===== src/rtl/axi_rd_bridge_pkg.sv =====
// Shared encodings for the prefetcher-to-AXI read bridge: FSM states,
// request type codes and the fixed AXI AR attributes.
package axi_rd_bridge_pkg;

  typedef enum logic [1:0] {
    ST_IDLE = 2'd0,
    ST_AR   = 2'd1,
    ST_R    = 2'd2,
    ST_RESP = 2'd3
  } state_e;

  localparam logic [1:0] RD_TYPE_WORD  = 2'b00;
  localparam logic [1:0] RD_TYPE_LINE  = 2'b01;
  localparam logic [1:0] RD_TYPE_DLINE = 2'b10;

  localparam logic [1:0] AXI_BURST_INCR = 2'b01;
  localparam logic [2:0] AXI_SIZE_4B    = 3'd2;
  localparam logic [3:0] ARID_RD        = 4'd0;

  localparam int BEAT_W    = 32;
  localparam int NUM_BEATS = 16;

  // The reserved code 11 is served as a single 256-bit line.
  function automatic logic [1:0] norm_rd_type(input logic [1:0] t);
    return (t == 2'b11) ? RD_TYPE_LINE : t;
  endfunction

endpackage


===== src/rtl/axi_rd_bridge_if.sv =====
// AXI4 read-address and read-data channels between the bridge (master)
// and the memory-side slave.
interface axi_rd_bridge_if;
  logic [3:0]  arid;
  logic [31:0] araddr;
  logic [7:0]  arlen;
  logic [2:0]  arsize;
  logic [1:0]  arburst;
  logic        arvalid;
  logic        arready;
  logic [3:0]  rid;
  logic [31:0] rdata;
  logic [1:0]  rresp;
  logic        rlast;
  logic        rvalid;
  logic        rready;

  modport master (
    output arid, araddr, arlen, arsize, arburst, arvalid, rready,
    input  arready, rid, rdata, rresp, rlast, rvalid
  );

  modport slave (
    input  arid, araddr, arlen, arsize, arburst, arvalid, rready,
    output arready, rid, rdata, rresp, rlast, rvalid
  );
endinterface


===== src/rtl/rd_line_buf.sv =====
// 16 x 32-bit beat buffer with a single write-by-index port; the whole
// buffer is presented as one 512-bit line, slot n at bits [32n+31:32n].
module rd_line_buf (
  input  logic         clk,
  input  logic         resetn,
  input  logic         wr_en,
  input  logic [3:0]   wr_idx,
  input  logic [31:0]  wr_data,
  output logic [511:0] line_o
);
  import axi_rd_bridge_pkg::*;

  logic [NUM_BEATS-1:0][BEAT_W-1:0] buf_q, buf_d;

  always_comb begin
    buf_d = buf_q;
    if (wr_en) buf_d[wr_idx] = wr_data;
  end

  always_ff @(posedge clk) begin
    if (!resetn) buf_q <= '0;
    else         buf_q <= buf_d;
  end

  assign line_o = buf_q;
endmodule


===== src/rtl/axi_rd_bridge.sv =====
// Turns one prefetcher read request into a single AXI INCR burst and
// assembles the returned beats into a 512-bit response.
module axi_rd_bridge (
  input  logic            clk,
  input  logic            resetn,
  input  logic            rd_req,
  input  logic [1:0]      rd_type,
  input  logic [31:0]     rd_addr,
  output logic            rd_rdy,
  output logic            ret_valid,
  output logic [511:0]    ret_data,
  output logic            ret_half,
  axi_rd_bridge_if.master axi
);
  import axi_rd_bridge_pkg::*;

  state_e      state_q, state_d;
  logic [31:0] addr_q, addr_d;
  logic [1:0]  type_q, type_d;
  logic [3:0]  beat_cnt_q, beat_cnt_d;
  logic        beat_ovf_q, beat_ovf_d;
  logic        arvalid_q, arvalid_d;
  logic        rready_q, rready_d;
  logic        ret_valid_q, ret_valid_d;
  logic        ret_half_q, ret_half_d;
  logic        rd_rdy_q, rd_rdy_d;

  logic        beat_fire;
  logic        beat_wr;
  logic        unused_rsp;

  assign beat_fire = rready_q && axi.rvalid;
  // Once slot 15 has been filled, further beats are dropped until rlast.
  assign beat_wr   = beat_fire && !beat_ovf_q;

  always_comb begin
    state_d    = state_q;
    addr_d     = addr_q;
    type_d     = type_q;
    beat_cnt_d = beat_cnt_q;
    beat_ovf_d = beat_ovf_q;
    case (state_q)
      ST_IDLE: begin
        if (rd_req && rd_rdy_q) begin
          addr_d     = rd_addr;
          type_d     = norm_rd_type(rd_type);
          beat_cnt_d = 4'd0;
          beat_ovf_d = 1'b0;
          state_d    = ST_AR;
        end
      end
      ST_AR: begin
        if (axi.arready) state_d = ST_R;
      end
      ST_R: begin
        if (beat_wr) begin
          if (beat_cnt_q == 4'd15) beat_ovf_d = 1'b1;
          else                     beat_cnt_d = beat_cnt_q + 4'd1;
        end
        if (beat_fire && axi.rlast) state_d = ST_RESP;
      end
      ST_RESP: state_d = ST_IDLE;
      default: state_d = ST_IDLE;
    endcase

    ret_half_d  = beat_wr && (type_q == RD_TYPE_DLINE) && (beat_cnt_q == 4'd7);
    arvalid_d   = (state_d == ST_AR);
    rready_d    = (state_d == ST_R);
    ret_valid_d = (state_d == ST_RESP);
    rd_rdy_d    = (state_d == ST_IDLE);
  end

  always_ff @(posedge clk) begin
    if (!resetn) begin
      state_q     <= ST_IDLE;
      addr_q      <= '0;
      type_q      <= '0;
      beat_cnt_q  <= '0;
      beat_ovf_q  <= 1'b0;
      arvalid_q   <= 1'b0;
      rready_q    <= 1'b0;
      ret_valid_q <= 1'b0;
      ret_half_q  <= 1'b0;
      rd_rdy_q    <= 1'b0;
    end else begin
      state_q     <= state_d;
      addr_q      <= addr_d;
      type_q      <= type_d;
      beat_cnt_q  <= beat_cnt_d;
      beat_ovf_q  <= beat_ovf_d;
      arvalid_q   <= arvalid_d;
      rready_q    <= rready_d;
      ret_valid_q <= ret_valid_d;
      ret_half_q  <= ret_half_d;
      rd_rdy_q    <= rd_rdy_d;
    end
  end

  // AR fields derive only from the latched request, so they hold still in AR.
  always_comb begin
    case (type_q)
      RD_TYPE_WORD: begin
        axi.araddr = addr_q;
        axi.arlen  = 8'd0;
      end
      RD_TYPE_DLINE: begin
        axi.araddr = {addr_q[31:6], 6'b0};
        axi.arlen  = 8'd15;
      end
      default: begin
        axi.araddr = {addr_q[31:5], 5'b0};
        axi.arlen  = 8'd7;
      end
    endcase
  end

  assign axi.arid    = ARID_RD;
  assign axi.arsize  = AXI_SIZE_4B;
  assign axi.arburst = AXI_BURST_INCR;
  assign axi.arvalid = arvalid_q;
  assign axi.rready  = rready_q;

  assign rd_rdy    = rd_rdy_q;
  assign ret_valid = ret_valid_q;
  assign ret_half  = ret_half_q;

  // Single outstanding transaction: response ID and status carry no information.
  assign unused_rsp = ^{axi.rid, axi.rresp};

  rd_line_buf u_line_buf (
    .clk     (clk),
    .resetn  (resetn),
    .wr_en   (beat_wr),
    .wr_idx  (beat_cnt_q),
    .wr_data (axi.rdata),
    .line_o  (ret_data)
  );
endmodule


===== src/flat_wrapper.sv =====
// flat-port wrapper written by rule: the top's interface ports become plain ports
module axi_rd_bridge_flat import axi_rd_bridge_pkg::*;
  (clk, resetn, rd_req, rd_type, rd_addr, rd_rdy, ret_valid, ret_data, ret_half, axi_arid, axi_araddr, axi_arlen, axi_arsize, axi_arburst, axi_arvalid, axi_rready, axi_arready, axi_rid, axi_rdata, axi_rresp, axi_rlast, axi_rvalid);
  axi_rd_bridge_if axi_i ();
  input  logic clk;
  input  logic resetn;
  input  logic rd_req;
  input  logic [1:0] rd_type;
  input  logic [31:0] rd_addr;
  output logic rd_rdy;
  output logic ret_valid;
  output logic [511:0] ret_data;
  output logic ret_half;
  output wire logic [$bits(axi_i.arid)-1:0] axi_arid;
  output wire logic [$bits(axi_i.araddr)-1:0] axi_araddr;
  output wire logic [$bits(axi_i.arlen)-1:0] axi_arlen;
  output wire logic [$bits(axi_i.arsize)-1:0] axi_arsize;
  output wire logic [$bits(axi_i.arburst)-1:0] axi_arburst;
  output wire logic [$bits(axi_i.arvalid)-1:0] axi_arvalid;
  output wire logic [$bits(axi_i.rready)-1:0] axi_rready;
  input wire logic [$bits(axi_i.arready)-1:0] axi_arready;
  input wire logic [$bits(axi_i.rid)-1:0] axi_rid;
  input wire logic [$bits(axi_i.rdata)-1:0] axi_rdata;
  input wire logic [$bits(axi_i.rresp)-1:0] axi_rresp;
  input wire logic [$bits(axi_i.rlast)-1:0] axi_rlast;
  input wire logic [$bits(axi_i.rvalid)-1:0] axi_rvalid;
  assign axi_arid = axi_i.arid;
  assign axi_araddr = axi_i.araddr;
  assign axi_arlen = axi_i.arlen;
  assign axi_arsize = axi_i.arsize;
  assign axi_arburst = axi_i.arburst;
  assign axi_arvalid = axi_i.arvalid;
  assign axi_rready = axi_i.rready;
  assign axi_i.arready = axi_arready;
  assign axi_i.rid = axi_rid;
  assign axi_i.rdata = axi_rdata;
  assign axi_i.rresp = axi_rresp;
  assign axi_i.rlast = axi_rlast;
  assign axi_i.rvalid = axi_rvalid;
  axi_rd_bridge u_core (.clk(clk), .resetn(resetn), .rd_req(rd_req), .rd_type(rd_type), .rd_addr(rd_addr), .rd_rdy(rd_rdy), .ret_valid(ret_valid), .ret_data(ret_data), .ret_half(ret_half), .axi(axi_i));
endmodule

===== config.mk =====
export PLATFORM = sky130hd
export DESIGN_NAME = axi_rd_bridge_flat
export DESIGN_NICKNAME = d
export VERILOG_FILES = /design/src/rtl/axi_rd_bridge_pkg.sv /design/src/rtl/axi_rd_bridge_if.sv /design/src/rtl/rd_line_buf.sv /design/src/rtl/axi_rd_bridge.sv /design/src/flat_wrapper.sv
export SDC_FILE = /design/constraint.sdc
export NUM_CORES = 1
export LEC_CHECK = 0
export ABC_AREA = 1
export ABC_CLOCK_PERIOD_IN_PS = 1700
export BUFFER_PORTS_ARGS = -buffer_cell sky130_fd_sc_hd__buf_2
export CORE_AREA = 3 3 250 252
export CTS_CLUSTER_SIZE = 8
export DETAILED_ROUTE_END_ITERATION = 10
export DIE_AREA = 0 0 253 255
export PLACE_DENSITY = 0.57
export SETUP_SLACK_MARGIN = 0.02
export SLEW_MARGIN = 30
export SYNTH_ARGS = -nofsm -noshare
export SYNTH_HDL_FRONTEND = slang
export SYNTH_SLANG_ARGS = --single-unit

===== constraint.sdc =====
create_clock -name clk -period 1.7 [get_ports clk]
set_input_delay 0 -clock clk [delete_from_list [all_inputs] [get_ports clk]]
set_output_delay 0 -clock clk [all_outputs]
set_load 0.05 [all_outputs]

---- Word level (Yosys, flattened, before mapping) ----
Index checks and enable logic that the tools add are counted.
word-level totals
  register bits ........................... 558
  input port bits ......................... 78
  logic and storage cells ................. 76
  output and inout bits ................... 566
operators by class
  equality and inequality tests ........... 14
  reduce and logical (&&, ||, !) cells .... 15
  order comparisons ....................... 2
  mux-type cells .......................... 18
  $add $sub $neg .......................... 1
operators by type and width
  operator                                                           number
  bitwise mux 512 bit                                                1
  demux 32 bit (select 4 bit)                                        1
  two-way mux 32 bit                                                 1
  case mux 4 bit (2 select lines)                                    2
  equality test 2 bit, second input constant                         6
  two-way mux 4 bit                                                  3
  case mux 6 bit (2 select lines)                                    1
  two-way mux 2 bit                                                  4
  case mux 2 bit (4 select lines)                                    1
  AND reduction 4 bit                                                2
  logical AND 1 bit                                                  7
  logical NOT 2 bit                                                  3
  != test 2 x 1 -> 1 bit, second input constant                      3
  < comparator 4 x 5 -> 1 bit, second input constant                 1
  adder 4 x 1 -> 4 bit, second input constant                        1
  equality test 2 x 1 -> 1 bit, second input constant                2
  equality test 4 x 3 -> 1 bit, second input constant                1
  equality test 4 bit, second input constant                         1
  greater-or-equal comparator 4 x 1 -> 1 bit, second input constant  1
  two-way mux 1 bit                                                  3
  != test 2 bit, second input constant                               1
  case mux 1 bit (2 select lines)                                    1
  AND reduction 2 bit                                                1
  nonzero test 2 bit                                                 1
  logical NOT 1 bit                                                  1

---- Depth between registers and ports, before layout ----
Gate-level depths: netlist of run 1.
  depth after elaboration ................. 5
  depth in mapped cells ................... 9
  gate-level depth less buffers ........... 9

---- Hierarchy ----
A second synthesis of run 1 with hierarchy kept.
unflattened totals
  cell total of the unflattened synthesis .. 3169
  area total of the unflattened synthesis .. 21597.0 um2
modules (own cells, without submodules)
  module         seq. area each (um2)  area each (um2)  times used  cells an instance
  rd_line_buf    10249.8               19486.2          1           2889
  axi_rd_bridge  920.9                 2110.8           1           280

---- Least setup slack after synthesis of run 1 ----
No wires, ideal clock.
  path kind ............................... reg2reg
  start ................................... register u_core.rready_q, in the netlist u_core.axi.rready
  end ..................................... register u_core.u_line_buf.buf_q, in the netlist u_core.u_line_buf.line_o[358]
  period minus slack after synthesis ...... 1780 ps
  required time ........................... 1584 ps
  arrival time ............................ 1664 ps
  setup time .............................. 116 ps
  cell stages (with the launch flop) ...... 9
  buffers on the path ..................... 1
  setup slack ............................. -80 ps
  cell sequence ........................... dfxtp_1 -> nand2_1 -> nor2_8 -> nand2_2 -> nor2_4 -> inv_1 -> buf_2 -> nor2_1 -> nor2_1
on the way
  word-level cells in the longest chain between the ends .. 2
ends and longest elaborated chain
  what                    RTL line             source
  from (decl)             axi_rd_bridge.sv:23  logic rready_q, rready_d;
  from (signal assigned)  axi_rd_bridge.sv:92  rready_q <= rready_d;
  logical AND 1 bit       axi_rd_bridge.sv:32  assign beat_fire = rready_q && axi.rvalid;
  logical AND 1 bit       axi_rd_bridge.sv:34  assign beat_wr = beat_fire && !beat_ovf_q;
  to (signal assigned)    rd_line_buf.sv:22    else buf_q <= buf_d;
  to (decl)               rd_line_buf.sv:13    logic [NUM_BEATS-1:0][BEAT_W-1:0] buf_q, buf_d;
Every way passes these cells.
A chain may end at the register's enable or synchronous reset.

---- Worst setup path after layout of run 1 ----
  start ................................... register u_core.rready_q, in the netlist u_core.axi.rready
  end ..................................... register u_core.u_line_buf.buf_q, in the netlist u_core.u_line_buf.line_o[176]
Same word-level chain as after synthesis.

==> results of run 1 <==
flip-flops by register name (all words and copies together), names as in the netlist, 2 cells and up:
register / count
u_core.beat_cnt_q: 4
u_core.u_line_buf.line_o: 512
u_core.type_q: 2
u_core.state_q: 2
u_core.addr_q: 32
power breakdown:
group / total [mW] / internal (mW) / switching (mW)
sequential: 13.3 / 13.2 / 0.0704
clock: 14.0 / 8.28 / 5.76
combinational: 1.91 / 0.492 / 1.42
layout make-up:
| type | instances | area, um^2 |
|---|---|---|
| fill | 5957 | 33300 |
| clock buffer | 81 | 1980 |
| timing repair buffer | 790 | 5140 |
| tap | 782 | 978 |
| multi-input combinational | 1740 | 7500 |
| clock inverter | 7 | 141 |
| sequential | 558 | 11200 |
| inverter | 38 | 163 |
cells by family after synthesis:
| logic type | after synthesis |
|---|---|
| simple gates | 1163 |
| compound gates | 560 |
| flops | 558 |
| buf+inv | 275 |
| fa+ha+maj | 4 |
| other cells | 2 |
worst min path at each step:
stage | cells after the start | slack (ns) | from | endpoint
after CTS | 3 | 0.009 | axi_rdata[13] | u_core.u_line_buf.line_o[493]
after floorplan | 1 | 0.12 | rd_type[0] | u_core.type_q[1]
after global placement | 2 | 0.23 | rd_type[0] | u_core.type_q[1]
after global routing | 3 | 0.17 | rd_type[0] | u_core.type_q[1]
after detailed placement | 2 | 0.23 | rd_type[0] | u_core.type_q[1]
final | 3 | 0.16 | rd_type[0] | u_core.type_q[1]
cell usage in the layout (no fill, tap or decap), types with 2 or more instances in the layout:
master,count
buf_2,622
clkbuf_1,2
a21oi_1,12
o21ai_0,395
ha_4,2
nand2_2,5
o21ai_1,152
dfxtp_4,2
dfxtp_1,555
nor2_4,14
conb_1,13
buf_12,38
inv_4,3
inv_16,2
clkbuf_16,83
clkinv_8,2
buf_8,3
nor2_2,2
nand2_1,25
buf_6,5
clkinv_16,2
inv_2,8
ha_1,2
inv_6,2
buf_4,46
nand2_4,3
dlygate4sd3_1,71
inv_1,24
nand3_1,6
nor2_1,1102
per-stage QoR:
stage	hold WS, ns	TNS [ns]
global placement	0.232	0
CTS	0.00869	0
detailed placement	0.229	-0.00631
finish	0.158	0
floorplan	0.121	0
global route	0.174	-0.0264
layer usage:
metal  up-vias  wire [um]  part of all wire [%]  track usage [%]
met5         -          0                     0                0
met4         0       2630                   3.2             8.86
met3       138       7480                   9.1             7.39
met2       798      37400                    46             38.1
met1      8860      34700                    42             30.9
li1       9347          -                     -                -
worst max-delay path, delay by kind of cell, from the launching register on:
kind            cells  cell delay, ns
buf+inv             2            0.36
simple gates        5            0.73
compound gates      1            0.08
flops               1            0.37
repair_timing:
item,in CTS,in global routing
hold buffers,70,1
endpoints found under the setup margin,46,205
endpoints found under the hold margin,539,2
pin swaps,0,11
cloned,0,5
setup buffers,0,5
resized for setup,4,37
==> results.ini, run 1 <==
[run_status]
outcome=completed

[clock_tree]
cts_tree=built
root_buffer=clkbuf_16
clock_latency_ns=0.61
clk_path_buf_depth=3
cts.reportedPaths.clkPinSlew_ns=0.05
cts_buffers=79
h-tree-depth=3
cts.sinks=558

[cells_and_area]
area_delta_synth_final_pct=36.1
design_area_um2=27100
fin_nets=3289
final_cells=3996
utilization_pct=44.9
drive_gt1_share_pct=26.4
n_antenna_cell=0

[logic_synthesis]
synth-seq-area-share_pct=56.1
async_flop_share_pct=0
synthAdderAreaFrac_pct=0.251
synth_area_leaders=dfxtp_1 (56%), nor2_1 (21%), o21ai_0 (10%), o21ai_1 (3.6%), buf_2 (2.4%)
synth.largest_area_cell=dfxtp_1
syn_area_um2=19900
synth-xor-area-share_pct=0
synth_flop_cell=dfxtp_1
ys_top_cells_by_count=nor2_1 (1,103), dfxtp_1 (558), o21ai_0 (402), o21ai_1 (145), buf_2 (96)
synth.distinct_cells=26
synth-simple-area-share_pct=22.8
synth_top_area_share_pct=56.1
synth_top_family_by_area=simple AND/OR/NAND/NOR gates
syn_inst=2562
ys_warn_count=0
synth.area.mux_share_pct=0
synth.most_common_cell=nor2_1
ys_ff_latch=558
synth_compound_area_share_pct=14.1
synth_edf_count=0
synth_area_per_cell_um2=7.77

[worst_setup_path]
critical-path-max-stage-delay_ns=0.37
regToRegSetupSlack_ns=0.09
timing.rr.end=u_core.u_line_buf.line_o[176]
crit_type=reg2reg
crit_end=u_core.u_line_buf.line_o[176]
crit_chain=nand2_4, nor2_8, nand2_8, nor2_4, buf_6, clkbuf_16, o21ai_0, nor2_1
crit_fanout=5
cp.required_ns=2.24
reg2reg_depth=8
critPathLaunchType=flip-flop
end_kind=flip-flop
worstPathArrival_ns=2.15
rr_startpoint=u_core.axi.rready
crit_start=u_core.axi.rready
worst_path_max_delay_cell=dfxtp_4

[sta]
rsz0062_at_grt=yes
period_minus_slack_ns=1.61
finalHoldViolCount=0
clock_skew_ns=0.0138
finalSetupViolCount=0
tightest_slew_ns=0.804
slew_viol_final=0
relSlewSlack_pct=46.4
timing.fmax_mhz=623
period_share_pct=94.4
setup_slack_ns=0.0946

[place]
dp_worst_setup_slack_ns=-0.00631
place_area_um2=24000
portBuffers=624
dp_cells=3827
gp_congestion=0.816
place_hpwl_mm=53.3

[grt]
grt_util_all_layers_pct=24.0
grt_max_degree=74
grt_remaining_overflow=0
antenna_found_initial=2
grt_pass1_wl_mm=117
grt_pass1_vias=17900

[job]
cap_violations=0

[floorplanning]
pin_count=644
chipWidth_um=253
dieArea_um2=64500
die_h_um=255
fp.coreArea_um2=60400
num_rows=90
start_util_pct=33.0

[power_and_ir_drop]
peakVddDrop_uv=685
p_leak_nw=13.7
power_density_nw_per_um2=1080
p_total_mw=29.2

[routing]
routedWlPerCell_um=20.6
viasPerCell=4.79
dr.pass1.iters=5
ant_nets=0
vias=19100
drtIter0Drc=1477
wl_mm=82.2
drcViolationCount=0

[hold_path]
min_path_type=in2reg

Note: power is estimated with default switching activity, not from simulation.
==> run 2: changes to the inputs <==
- CORE_AREA: 3 3 250 252 -> 3 3 247 249
- DIE_AREA: 0 0 253 255 -> 0 0 250 252
- PLACE_DENSITY: 0.57 -> 0.58
- REMOVE_ABC_BUFFERS: default -> 1
- SLEW_MARGIN: 30 -> 20
==> run 2 against run 1 <==
Against the previous run:
- wire length is 0.41% higher
- utilization is 0.43 points higher
- hold slack got worse by 0.0021 ns
- clock power is essentially flat
- register-to-register slack improved by 0.02 ns
- count of clock-buffer cells in the layout increased by 3
- global-route usage increased by 0.77 points
- fmax about the same
- clock skew is essentially flat
- via count decreased by 0.42%
- sequential power hardly changed
- largest power group unchanged
==> results.ini, run 2 (same netlist as run 1, synthesis figures left out) <==
[grt]
grt_remaining_overflow=0
grt_util_all_layers_pct=24.8
grt_max_degree=82
grt_pass1_wl_mm=119
grt_pass1_vias=17600
antenna_found_initial=1

[sta]
relSlewSlack_pct=47.4
clock_skew_ns=0.0135
timing.fmax_mhz=623
finalHoldViolCount=0
slew_viol_final=0
setup_tns_ns=0
period_minus_slack_ns=1.61
finalSetupViolCount=0
tightest_slew_ns=0.789
rsz0062_at_grt=yes
period_share_pct=94.4

[place]
portBuffers=624
place_area_um2=23700
gp_congestion=0.798
place_hpwl_mm=54.0

[cells_and_area]
final_common_cell=nor2_1
design_area_um2=26700
n_antenna_cell=0
layout_common_cells=nor2_1 (1,103), buf_2 (621), dfxtp_1 (557)
drive_gt1_share_pct=26.1
fillers=5959
fin_nets=3277
largest_reg_flops=512
area_delta_synth_final_pct=34.1

[floorplanning]
chipWidth_um=250
num_rows=89
pin_count=644
start_util_pct=33.8
die_h_um=252
dieArea_um2=63000
fp.coreArea_um2=58900

[job]
cap_violations=0

[routing]
routedWlPerCell_um=20.8
viasPerCell=4.79
wl_mm=82.6
ant_nets=0
drtIter0Drc=1555
dr.pass1.iters=5
vias=19100
drcViolationCount=0

[worst_setup_path]
end_kind=primary output
crit_fanout=8
worstPathArrival_ns=1.61
critPathLaunchType=flip-flop
crit_type=reg2out
cp.required_ns=1.70

[power_and_ir_drop]
peakVddDrop_uv=964
power_density_nw_per_um2=1110
p_total_mw=29.6
p_leak_nw=13.6

[clock_tree]
cts_tree=built
cts_setup_buffers=0
clock_latency_ns=0.61
cts.reportedPaths.clkPinSlew_ns=0.05
h-tree-depth=3
cts_buffers=80
clk_path_buf_depth=3
root_buffer=clkbuf_16
cts.sinks=558

[hold_path]
min_path_type=in2reg

[run_status]
outcome=completed

-- run 2: cell count changes in the layout (fill, tap and decap cells not counted), sizes merged --
cell    before  now
inv         40   41
buf        714  706
clkbuf      86   84
-- run 2: worst paths after layout --
check                             endpoint  cells after the start            startpoint  slack (ns)
max                          axi_araddr[0]                      4      u_core.type_q[1]        0.09
min                       u_core.type_q[1]                      3            rd_type[0]        0.16
max reg2reg  u_core.u_line_buf.line_o[224]                      8  u_core.beat_cnt_q[0]        0.11
min reg2reg               u_core.addr_q[2]                      2      u_core.addr_q[2]        0.45
-- run 2: worst max-delay path, cell delays in order (launching register included) --
cell and delay, ns:
dfxtp_1 0.29, inv_1 0.11, nand2_2 0.13, nor2_1 0.21
buf_4 0.25
-- run 2: report_power, final --
part | switching, mW | internal [mW]
clock network | 5.81 | 8.51
logic | 1.49 | 0.470
registers | 0.0666 | 13.2
total | 7.37 | 22.2
-- run 2: timing repair --
item	4_1_cts	5_1_grt
hold endpoints to repair	427	0
hold buffers	71	0
gates resized for setup	5	24
pin swaps	0	0
endpoints found under the setup margin	18	221
-- run 2: layer usage --
| layer | track usage [%] | share of wire [%] | up-vias |
|---|---|---|---|
| li1 | - | - | 9316 |
| met1 | 33.0 | 44 | 8883 |
| met2 | 40.4 | 47 | 741 |
| met3 | 5.17 | 7.0 | 123 |
| met4 | 7.94 | 2.7 | 0 |
| met5 | 0 | 0 | - |
-- run 2: layout make-up --
| class | instances | area [um^2] | area share [%] |
|---|---|---|---|
| sequential | 558 | 11200 | 41.9 |
| multi-input combinational | 1740 | 7460 | 28.0 |
| timing repair buffer | 777 | 4740 | 17.8 |
| clock buffer | 84 | 2050 | 7.67 |
| tap | 773 | 967 | 3.62 |
| inverter | 38 | 160 | 0.600 |
| clock inverter | 8 | 139 | 0.520 |
-- run 2: metrics by stage --
step	setup slack, ns	hold WS, ns	cells	util (%)
6_report	0.0950	0.156	3978	45.3
5_1_grt	-0.0154	0.179	3978	45.3
4_1_cts	0.0345	0.130	3978	45.2
3_5_place_dp	0.0264	0.226	3815	40.3
3_3_place_gp	0.0560	0.227	3815	40.3
2_1_floorplan	-0.629	0.120	2336	-
